--- src/rtl/jogo_pkg.sv ---
// Shared definitions for the memory-game blocks: state encoding of the
// sequence presenter and the widths of the ROM address, ROM data and timer.
package jogo_pkg;

    localparam int LARG_END   = 4;
    localparam int LARG_DADO  = 4;
    localparam int LARG_TEMPO = 12;

    typedef enum logic [3:0] {
        INICIAL = 4'd0,
        PREPARA = 4'd1,
        ACENDE  = 4'd2,
        APAGA   = 4'd3,
        FIM     = 4'd4
    } estado_t;

endpackage

--- src/rtl/exibe_sequencia_if.sv ---
// Signal bundle between the sequence presenter and the rest of the game.
//
// Handshake: iniciar is a level request that the presenter accepts only
// while idle (db_estado == INICIAL); there is no ready, a request seen in any
// other state is dropped, and limite is captured on the accepting edge.
// Completion is reported by pronto, high for exactly one cycle, after which
// the presenter is idle again and may accept the next iniciar.
interface exibe_sequencia_if;

    logic                            iniciar;
    logic [jogo_pkg::LARG_END-1:0]   limite;
    logic [jogo_pkg::LARG_DADO-1:0]  dado_rom;
    logic [jogo_pkg::LARG_END-1:0]   endereco;
    logic [jogo_pkg::LARG_DADO-1:0]  leds;
    logic                            exibindo;
    logic                            pronto;
    logic [3:0]                      db_estado;

    // Presenter side
    modport slave (
        input  iniciar, limite, dado_rom,
        output endereco, leds, exibindo, pronto, db_estado
    );

    // Game controller / ROM side
    modport master (
        output iniciar, limite, dado_rom,
        input  endereco, leds, exibindo, pronto, db_estado
    );

endinterface

--- src/rtl/exibe_sequencia_temporizador.sv ---
// Loadable down-counter used for both the LED on-time and the dark gap.
// It stops at zero; zero is a plain decode of the count.
module temporizador_exibe
    import jogo_pkg::*;
(
    input  logic                  clock,
    input  logic                  reset,
    input  logic                  load,
    input  logic [LARG_TEMPO-1:0] valor,
    input  logic                  conta,
    output logic                  zero
);

    logic [LARG_TEMPO-1:0] contagem;

    // Count register: load has priority over decrementing
    always_ff @(posedge clock) begin
        if (reset) begin
            contagem <= '0;
        end else if (load) begin
            contagem <= valor;
        end else if (conta && (contagem != '0)) begin
            contagem <= contagem - 1'b1;
        end
    end

    assign zero = (contagem == '0);

endmodule

--- src/rtl/exibe_sequencia.sv ---
// Sequence presenter: walks ROM entries 0..limite, lighting each on the LEDs
// for TEMPO_ACESO cycles followed by TEMPO_APAGADO dark cycles.
module exibe_sequencia
    import jogo_pkg::*;
#(
    parameter int TEMPO_ACESO   = 500,
    parameter int TEMPO_APAGADO = 250
) (
    input  logic               clock,
    input  logic               reset,
    exibe_sequencia_if.slave   bus
);

    // Timer reload values are one less than the length: the timer hits zero
    // in the last cycle of the interval.
    localparam logic [LARG_TEMPO-1:0] VALOR_ACESO   = LARG_TEMPO'(TEMPO_ACESO - 1);
    localparam logic [LARG_TEMPO-1:0] VALOR_APAGADO = LARG_TEMPO'(TEMPO_APAGADO - 1);

    estado_t               estado;
    estado_t               prox_estado;
    logic [LARG_END-1:0]   endereco;
    logic [LARG_END-1:0]   limite_reg;
    logic                  captura;
    logic                  incrementa;
    logic                  t_load;
    logic                  t_conta;
    logic [LARG_TEMPO-1:0] t_valor;
    logic                  t_zero;

    temporizador_exibe u_temporizador (
        .clock (clock),
        .reset (reset),
        .load  (t_load),
        .valor (t_valor),
        .conta (t_conta),
        .zero  (t_zero)
    );

    // State register
    always_ff @(posedge clock) begin
        if (reset) begin
            estado <= INICIAL;
        end else begin
            estado <= prox_estado;
        end
    end

    // Next-state and datapath control
    always_comb begin
        prox_estado = estado;
        captura     = 1'b0;
        incrementa  = 1'b0;
        t_load      = 1'b0;
        t_conta     = 1'b0;
        t_valor     = '0;
        case (estado)
            INICIAL: begin
                if (bus.iniciar) begin
                    captura     = 1'b1;
                    prox_estado = PREPARA;
                end
            end
            PREPARA: begin
                // One cycle so the ROM output catches up with endereco
                t_load      = 1'b1;
                t_valor     = VALOR_ACESO;
                prox_estado = ACENDE;
            end
            ACENDE: begin
                if (t_zero) begin
                    t_load      = 1'b1;
                    t_valor     = VALOR_APAGADO;
                    prox_estado = APAGA;
                end else begin
                    t_conta = 1'b1;
                end
            end
            APAGA: begin
                if (t_zero) begin
                    if (endereco == limite_reg) begin
                        prox_estado = FIM;
                    end else begin
                        incrementa  = 1'b1;
                        prox_estado = PREPARA;
                    end
                end else begin
                    t_conta = 1'b1;
                end
            end
            FIM: begin
                prox_estado = INICIAL;
            end
            default: begin
                prox_estado = INICIAL;
            end
        endcase
    end

    // Address and captured-limit registers
    always_ff @(posedge clock) begin
        if (reset) begin
            endereco   <= '0;
            limite_reg <= '0;
        end else if (captura) begin
            endereco   <= '0;
            limite_reg <= bus.limite;
        end else if (incrementa) begin
            endereco <= endereco + 1'b1;
        end
    end

    assign bus.endereco  = endereco;
    assign bus.leds      = (estado == ACENDE) ? bus.dado_rom : '0;
    assign bus.exibindo  = (estado != INICIAL) && (estado != FIM);
    assign bus.pronto    = (estado == FIM);
    assign bus.db_estado = estado;

endmodule

--- src/flat_wrapper.sv ---
// flat-port wrapper written by rule: the top's interface ports become plain ports
module exibe_sequencia_flat import jogo_pkg::*;
#(
    parameter int TEMPO_ACESO   = 500,
    parameter int TEMPO_APAGADO = 250
)
  (clock, reset, bus_iniciar, bus_limite, bus_dado_rom, bus_endereco, bus_leds, bus_exibindo, bus_pronto, bus_db_estado);
  exibe_sequencia_if bus_i ();
  input  logic clock;
  input  logic reset;
  input wire logic [$bits(bus_i.iniciar)-1:0] bus_iniciar;
  input wire logic [$bits(bus_i.limite)-1:0] bus_limite;
  input wire logic [$bits(bus_i.dado_rom)-1:0] bus_dado_rom;
  output wire logic [$bits(bus_i.endereco)-1:0] bus_endereco;
  output wire logic [$bits(bus_i.leds)-1:0] bus_leds;
  output wire logic [$bits(bus_i.exibindo)-1:0] bus_exibindo;
  output wire logic [$bits(bus_i.pronto)-1:0] bus_pronto;
  output wire logic [$bits(bus_i.db_estado)-1:0] bus_db_estado;
  assign bus_i.iniciar = bus_iniciar;
  assign bus_i.limite = bus_limite;
  assign bus_i.dado_rom = bus_dado_rom;
  assign bus_endereco = bus_i.endereco;
  assign bus_leds = bus_i.leds;
  assign bus_exibindo = bus_i.exibindo;
  assign bus_pronto = bus_i.pronto;
  assign bus_db_estado = bus_i.db_estado;
  exibe_sequencia #(.TEMPO_ACESO(TEMPO_ACESO), .TEMPO_APAGADO(TEMPO_APAGADO)) u_core (.clock(clock), .reset(reset), .bus(bus_i));
endmodule
--- config.mk ---
export PLATFORM = sky130hd
export DESIGN_NAME = exibe_sequencia_flat
export DESIGN_NICKNAME = d
export VERILOG_FILES = /design/src/rtl/jogo_pkg.sv /design/src/rtl/exibe_sequencia_if.sv /design/src/rtl/exibe_sequencia_temporizador.sv /design/src/rtl/exibe_sequencia.sv /design/src/flat_wrapper.sv
export SDC_FILE = /design/constraint.sdc
export NUM_CORES = 1
export LEC_CHECK = 0
export CAP_MARGIN = 10
export CORE_MARGIN = 1.5
export CORE_UTILIZATION = 55
export DETAILED_ROUTE_END_ITERATION = 7
export PLACE_DENSITY_LB_ADDON = 0.3
export RECOVER_POWER = 25
export SLEW_MARGIN = 10
export SYNTH_ARGS = -nofsm -noshare
export SYNTH_HDL_FRONTEND = slang
export SYNTH_HIERARCHICAL = 1
export SYNTH_SLANG_ARGS = --single-unit
export TNS_END_PERCENT = 10
--- constraint.sdc ---
create_clock -name clock -period 6.6 [get_ports clock]
set_input_delay 1.32 -clock clock [delete_from_list [all_inputs] [get_ports clock]]
set_output_delay 1.32 -clock clock [all_outputs]
set_load 0.02 [all_outputs]
# After elaboration in Yosys (flattened, before gate mapping)
# Cells that the tools add are included.
# op_classes
bitwise_logic	0
n_addsub	2
n_lt_le_gt_ge	0
eq_ne	9
n_reduce_logical	10
muxes	19
div	0
mul	0
shift	0
# op_table
cell	n
$mux 12	2
$pmux 12 s2	1
$mux 4	4
$pmux 4 s4	1
$logic_not 12->1	1
$reduce_bool 12->1	1
$sub 12x1->12 const B	1
$eq 4x2->1 const B	2
$mux 1	8
$mux 8	1
$add 4x1->4 const B	1
$eq 4x1->1 const B	1
$eq 4x3->1 const B	1
$eq 4x4->1	1
$logic_not 4->1	1
$ne 2x1->1 const B	2
$ne 4x3->1 const B	1
$reduce_bool 4->1	1
$reduce_or 2->1	2
$mux 3	1
$reduce_and 3->1	1
$logic_and 1x1->1	2
$ne 2x2->1 const B	1
$pmux 1 s2	1
$reduce_bool 2->1	1
# word_totals
in_bits	11
latch_bits	0
mem_bits_ro	0
ramBits	0
ff_bits	24
n_memories	0

# Longest topological paths before layout
# logic_depth
ltp_word	6
depth_mapped	10
depth_no_buf	10

# By module
# The synthesis kept the hierarchy.
# modules_own_cells
module	cells_each	area_each_um2	n_inst
temporizador_exibe	90	753.2	1
exibe_sequencia	64	608.1	1

# Least setup slack after synthesis
# Ideal clock, no wire load.
# synth_path
path_type	input -> output
from	in bus_dado_rom[0]
to	out bus_leds[0]
path_slack_ns	3.750
required_ns	5.280
arrival_ns	1.530
path_stages	1
cell_sequence	and2_1
# synth_between
elab_chain_cells	1
# synth_lines
element	line_no	source
from (decl)	flat_wrapper.sv:13	input wire logic [$bits(bus_i.dado_rom)-1:0] bus_dado_rom;
$mux 4	exibe_sequencia.sv:113	assign bus.leds = (estado == ACENDE) ? bus.dado_rom : '0;
to (decl)	flat_wrapper.sv:15	output wire logic [$bits(bus_i.leds)-1:0] bus_leds;
# No other way between the ends.

# Worst setup path in the final report
# layout_path
from	reg u_core.u_temporizador.contagem[0]
to	reg u_core.u_temporizador.contagem[3]
# layout_between
elab_cells_between_ends	13
# layout_rtl
element	line_no	source
from (decl)	exibe_sequencia_temporizador.sv:14	logic [LARG_TEMPO-1:0] contagem;
from (signal assigned)	exibe_sequencia_temporizador.sv:21	contagem <= valor;
from (signal assigned)	exibe_sequencia_temporizador.sv:23	contagem <= contagem - 1'b1;
$logic_not 12->1	exibe_sequencia_temporizador.sv:27	assign zero = (contagem == '0);
via u_core.t_zero	exibe_sequencia.sv:28	logic t_zero;
$mux 8	exibe_sequencia.sv:70	if (t_zero) begin
$pmux 12 s2	exibe_sequencia.sv:56	case (estado)
via u_core.t_valor[3]	exibe_sequencia.sv:27	logic [LARG_TEMPO-1:0] t_valor;
$mux 12	exibe_sequencia_temporizador.sv:20	end else if (load) begin
# The timed path passes the listed nets, and every way through them passes these cells. The select of a mux whose other input is x is not followed.
# A chain may end at the register's enable or synchronous reset.

==> results by group <==
Route
  • Avg Vias per Cell: 5.90
  • Final Routed Wirelength: 3040 µm
  • DRC: 0
  • Starting DRC count in detailed routing: 39
  • ANT nets after route: 0
  • Routed length per placed instance: 14.8 µm
  • First-pass DRT Iterations: 4
  • Via count: 1216

GRT
  • Initial antenna violation count: 0
  • First-pass GRT wire length: 5260 µm
  • GRT Util Overall: 25.6%
  • Pin count of the biggest net entering global routing: 26
  • Grt ovf: 0
  • Vias in the first global route: 1182

Critical path
  • Setup crit end kind: flop
  • Reg-to-Reg End: u_core/u_temporizador/contagem[3]
  • CP max FO: 18
  • Arrival @ worst endpoint: 4.29 ns
  • WS Path Type: flop to flop
  • CP startpoint kind: flop
  • R2R setup slack: 2.49 ns
  • CP required: 6.78 ns
  • Worst reg2reg path depth: 10
  • Reg2reg start: u_core/u_temporizador/contagem[0]

Yosys
  • Synth Area in Compound Gates: 17.2%
  • Area leader, netlist: dfxtp_1
  • Synthesized area: 1360 µm²
  • Dominant synthesized flop cell: dfxtp_1
  • EDFF count, synth: 0
  • Seq/Total Area, Yosys: 33.8%
  • Synth cell types: 46
  • #FFs+latches synth: 23
  • Adder-cell share of the synthesized area: 2.76%
  • Synth Area in Simple Gates: 31.0%
  • Mean Syn Cell Area: 8.84 µm²
  • Synth Warn #: 6
  • Largest family of logic cells by synthesized area: simple AND/OR/NAND/NOR gates
  • Post-Syn Instances: 154
  • Asr flop ratio synth: 0%
  • Synth area leaders: dfxtp_1 (34%), mux2i_1 (5.9%), nor2_1 (4.4%), xor2_1 (3.2%), and2_1 (2.8%)
  • Yosys top cell area share: 33.8%
  • XOR/XNOR Fraction of Synth Area: 5.15%
  • Mux contribution to synthesized area: 5.88%

Pwr
  • PwrDens: 369 nW/µm²
  • Tot Pwr: 597 µW
  • LEAKAGE: 0.644 nW
  • Max rail drop VDD: 280 µV

Clock network
  • CTS Hold Buffers Added: 0
  • Root Buffer: clkbuf_4
  • CTS Buf Count: 3
  • Clock sink count: 23
  • Skew-Pair Late Insertion Delay: 0.32 ns
  • Max Buffers Root-to-Sink: 2
  • Post-CTS sizing: 0
  • Setup bufs post-CTS: 0
  • Clk slew on worst S/H paths: 0.14 ns
  • CTS H-Tree Depth: 1
  • CTS tree: done

Timing
  • Final Max Slew Viols: 10
  • Hold slack: 0.532 ns
  • RSZ-0062 raised after global routing: false
  • # setup viols final: 0
  • Setup WS post-layout: 2.49 ns
  • Worst clock skew: 0.0145 ns
  • Period minus WS final: 4.11 ns
  • Final hold violation count: 0
  • Max frequency: 0.244 GHz
  • Setup_tns: 0 ns
  • Period utilization: 62.2%
  • Slew margin rel.: -21.7%
  • Worst slew pin tran: 1.80 ns

Finish
  • Layout cells sized above 1: 6.74%
  • Final cell count without fillers: 206
  • Diode count: 0
  • FILL cells: 167
  • Final core utilization: 71.1%
  • Final net count: 193
  • Area added between synthesis and finish: 18.8%
  • Commonest non-fill, non-tap cells in the layout: dfxtp_1 (23), clkdlybuf4s50_1 (19), nor2_1 (16)
  • Fin area: 1620 µm²
  • Leading cell type in the layout, fill and taps excluded: dfxtp_1
  • Number of flip-flops in the largest register: 12

Floorplan
  • Ports: 25
  • Placeable Area: 2280 µm²
  • Die width: 52.8 µm
  • Die height: 52.8 µm
  • Die footprint: 2780 µm²
  • Placement row count: 17
  • Initial Util: 59.8%

Min path
  • Worst min path class: flop to flop
  • Number of cells on the worst hold path: 2
  • Hold endpoint: u_core/u_temporizador/contagem[7]
  • Min-delay src: u_core/u_temporizador/contagem[7]

Outcome
  • Status: finished, violations left
  • Failing checks: max-capacitance violations, max-slew violations

Place
  • RD Place Congestion: 0.793
  • Placement Setup Slack: 2.79 ns
  • Cell count after placement: 202
  • Placed Area: 1610 µm²
  • Dpl hpwl: 2160 µm
  • Port-buffer cells: 23

Job
  • Maxcap violations: 1
cell families (layout without fill, tap and decap cells):
kind of cell / count (synthesis) / count (layout)
flops: 23 / 23
other cells: 1 / 5
buf+inv: 13 / 33
fa+ha+maj: 3 / 3
mux: 8 / 8
xor+xnor: 8 / 8
compound gates: 29 / 29
simple gates: 69 / 69
metal layers:
| layer | global-route usage (%) | up-vias | part of all wire, % | routed length [µm] |
|---|---|---|---|---|
| li1 | - | 614 | - | - |
| met1 | 32.9 | 561 | 46 | 1390 |
| met2 | 42.5 | 37 | 48 | 1450 |
| met3 | 6.29 | 4 | 5.2 | 159 |
| met4 | 6.84 | 0 | 1.4 | 44 |
| met5 | 0 | - | 0 | 0 |
critical path, cell delays in order, from the launching register on:
cell,delay (ns)
dfxtp_1,0.34
inv_1,0.11
ha_1,0.15
or4b_2,0.64
nor3_1,1.09
and2_1,0.28
or2_1,0.46
inv_1,0.37
o311a_1,0.24
a221oi_1,0.25
nor2_1,0.06
how the worst max path moves through the flow:
stage,slack (ns),from,end,depth (start not counted)
global route,2.11,u_core/u_temporizador/contagem[0],u_core/u_temporizador/contagem[3],10
floorplan,3.75,bus_dado_rom[0],bus_leds[0],1
detailed placement,2.79,bus_dado_rom[1],bus_leds[1],3
CTS,2.78,bus_dado_rom[1],bus_leds[1],3
finish,2.49,u_core/u_temporizador/contagem[0],u_core/u_temporizador/contagem[3],10
global placement,2.81,bus_dado_rom[2],bus_leds[2],3
synth_stat cells, drive strengths merged, types with 3 or more instances:
cell type and instances:
a21oi 7, a311oi 4, and2 6, clkbuf 5, dfxtp 23, ha 3
inv 6, mux2i 8, nand2 7, nor2 16, nor3 7, nor3b 5
nor4 4, o21ai 3, o31ai 4, or2 3, or3 5, or4 5
xnor2 3, xor2 5
report_power, final:
group	internal, mW	leakage (nW)	switching [mW]
Combinational	0.132	0.438	0.190
Sequential	0.172	0.188	0.0354
Clock	0.0227	0.0177	0.0452
layout make-up:
| type | instances | area [µm²] | area share, % |
|---|---|---|---|
| clock buffer | 3 | 22.5 | 1.39 |
| clock inverter | 1 | 5.00 | 0.309 |
| inverter | 6 | 22.5 | 1.39 |
| multi-input combinational | 122 | 842 | 52.0 |
| sequential | 23 | 460 | 28.5 |
| tap | 28 | 35.0 | 2.17 |
| timing repair buffer | 23 | 230 | 14.2 |
Note: power is estimated with default switching activity, not from simulation.
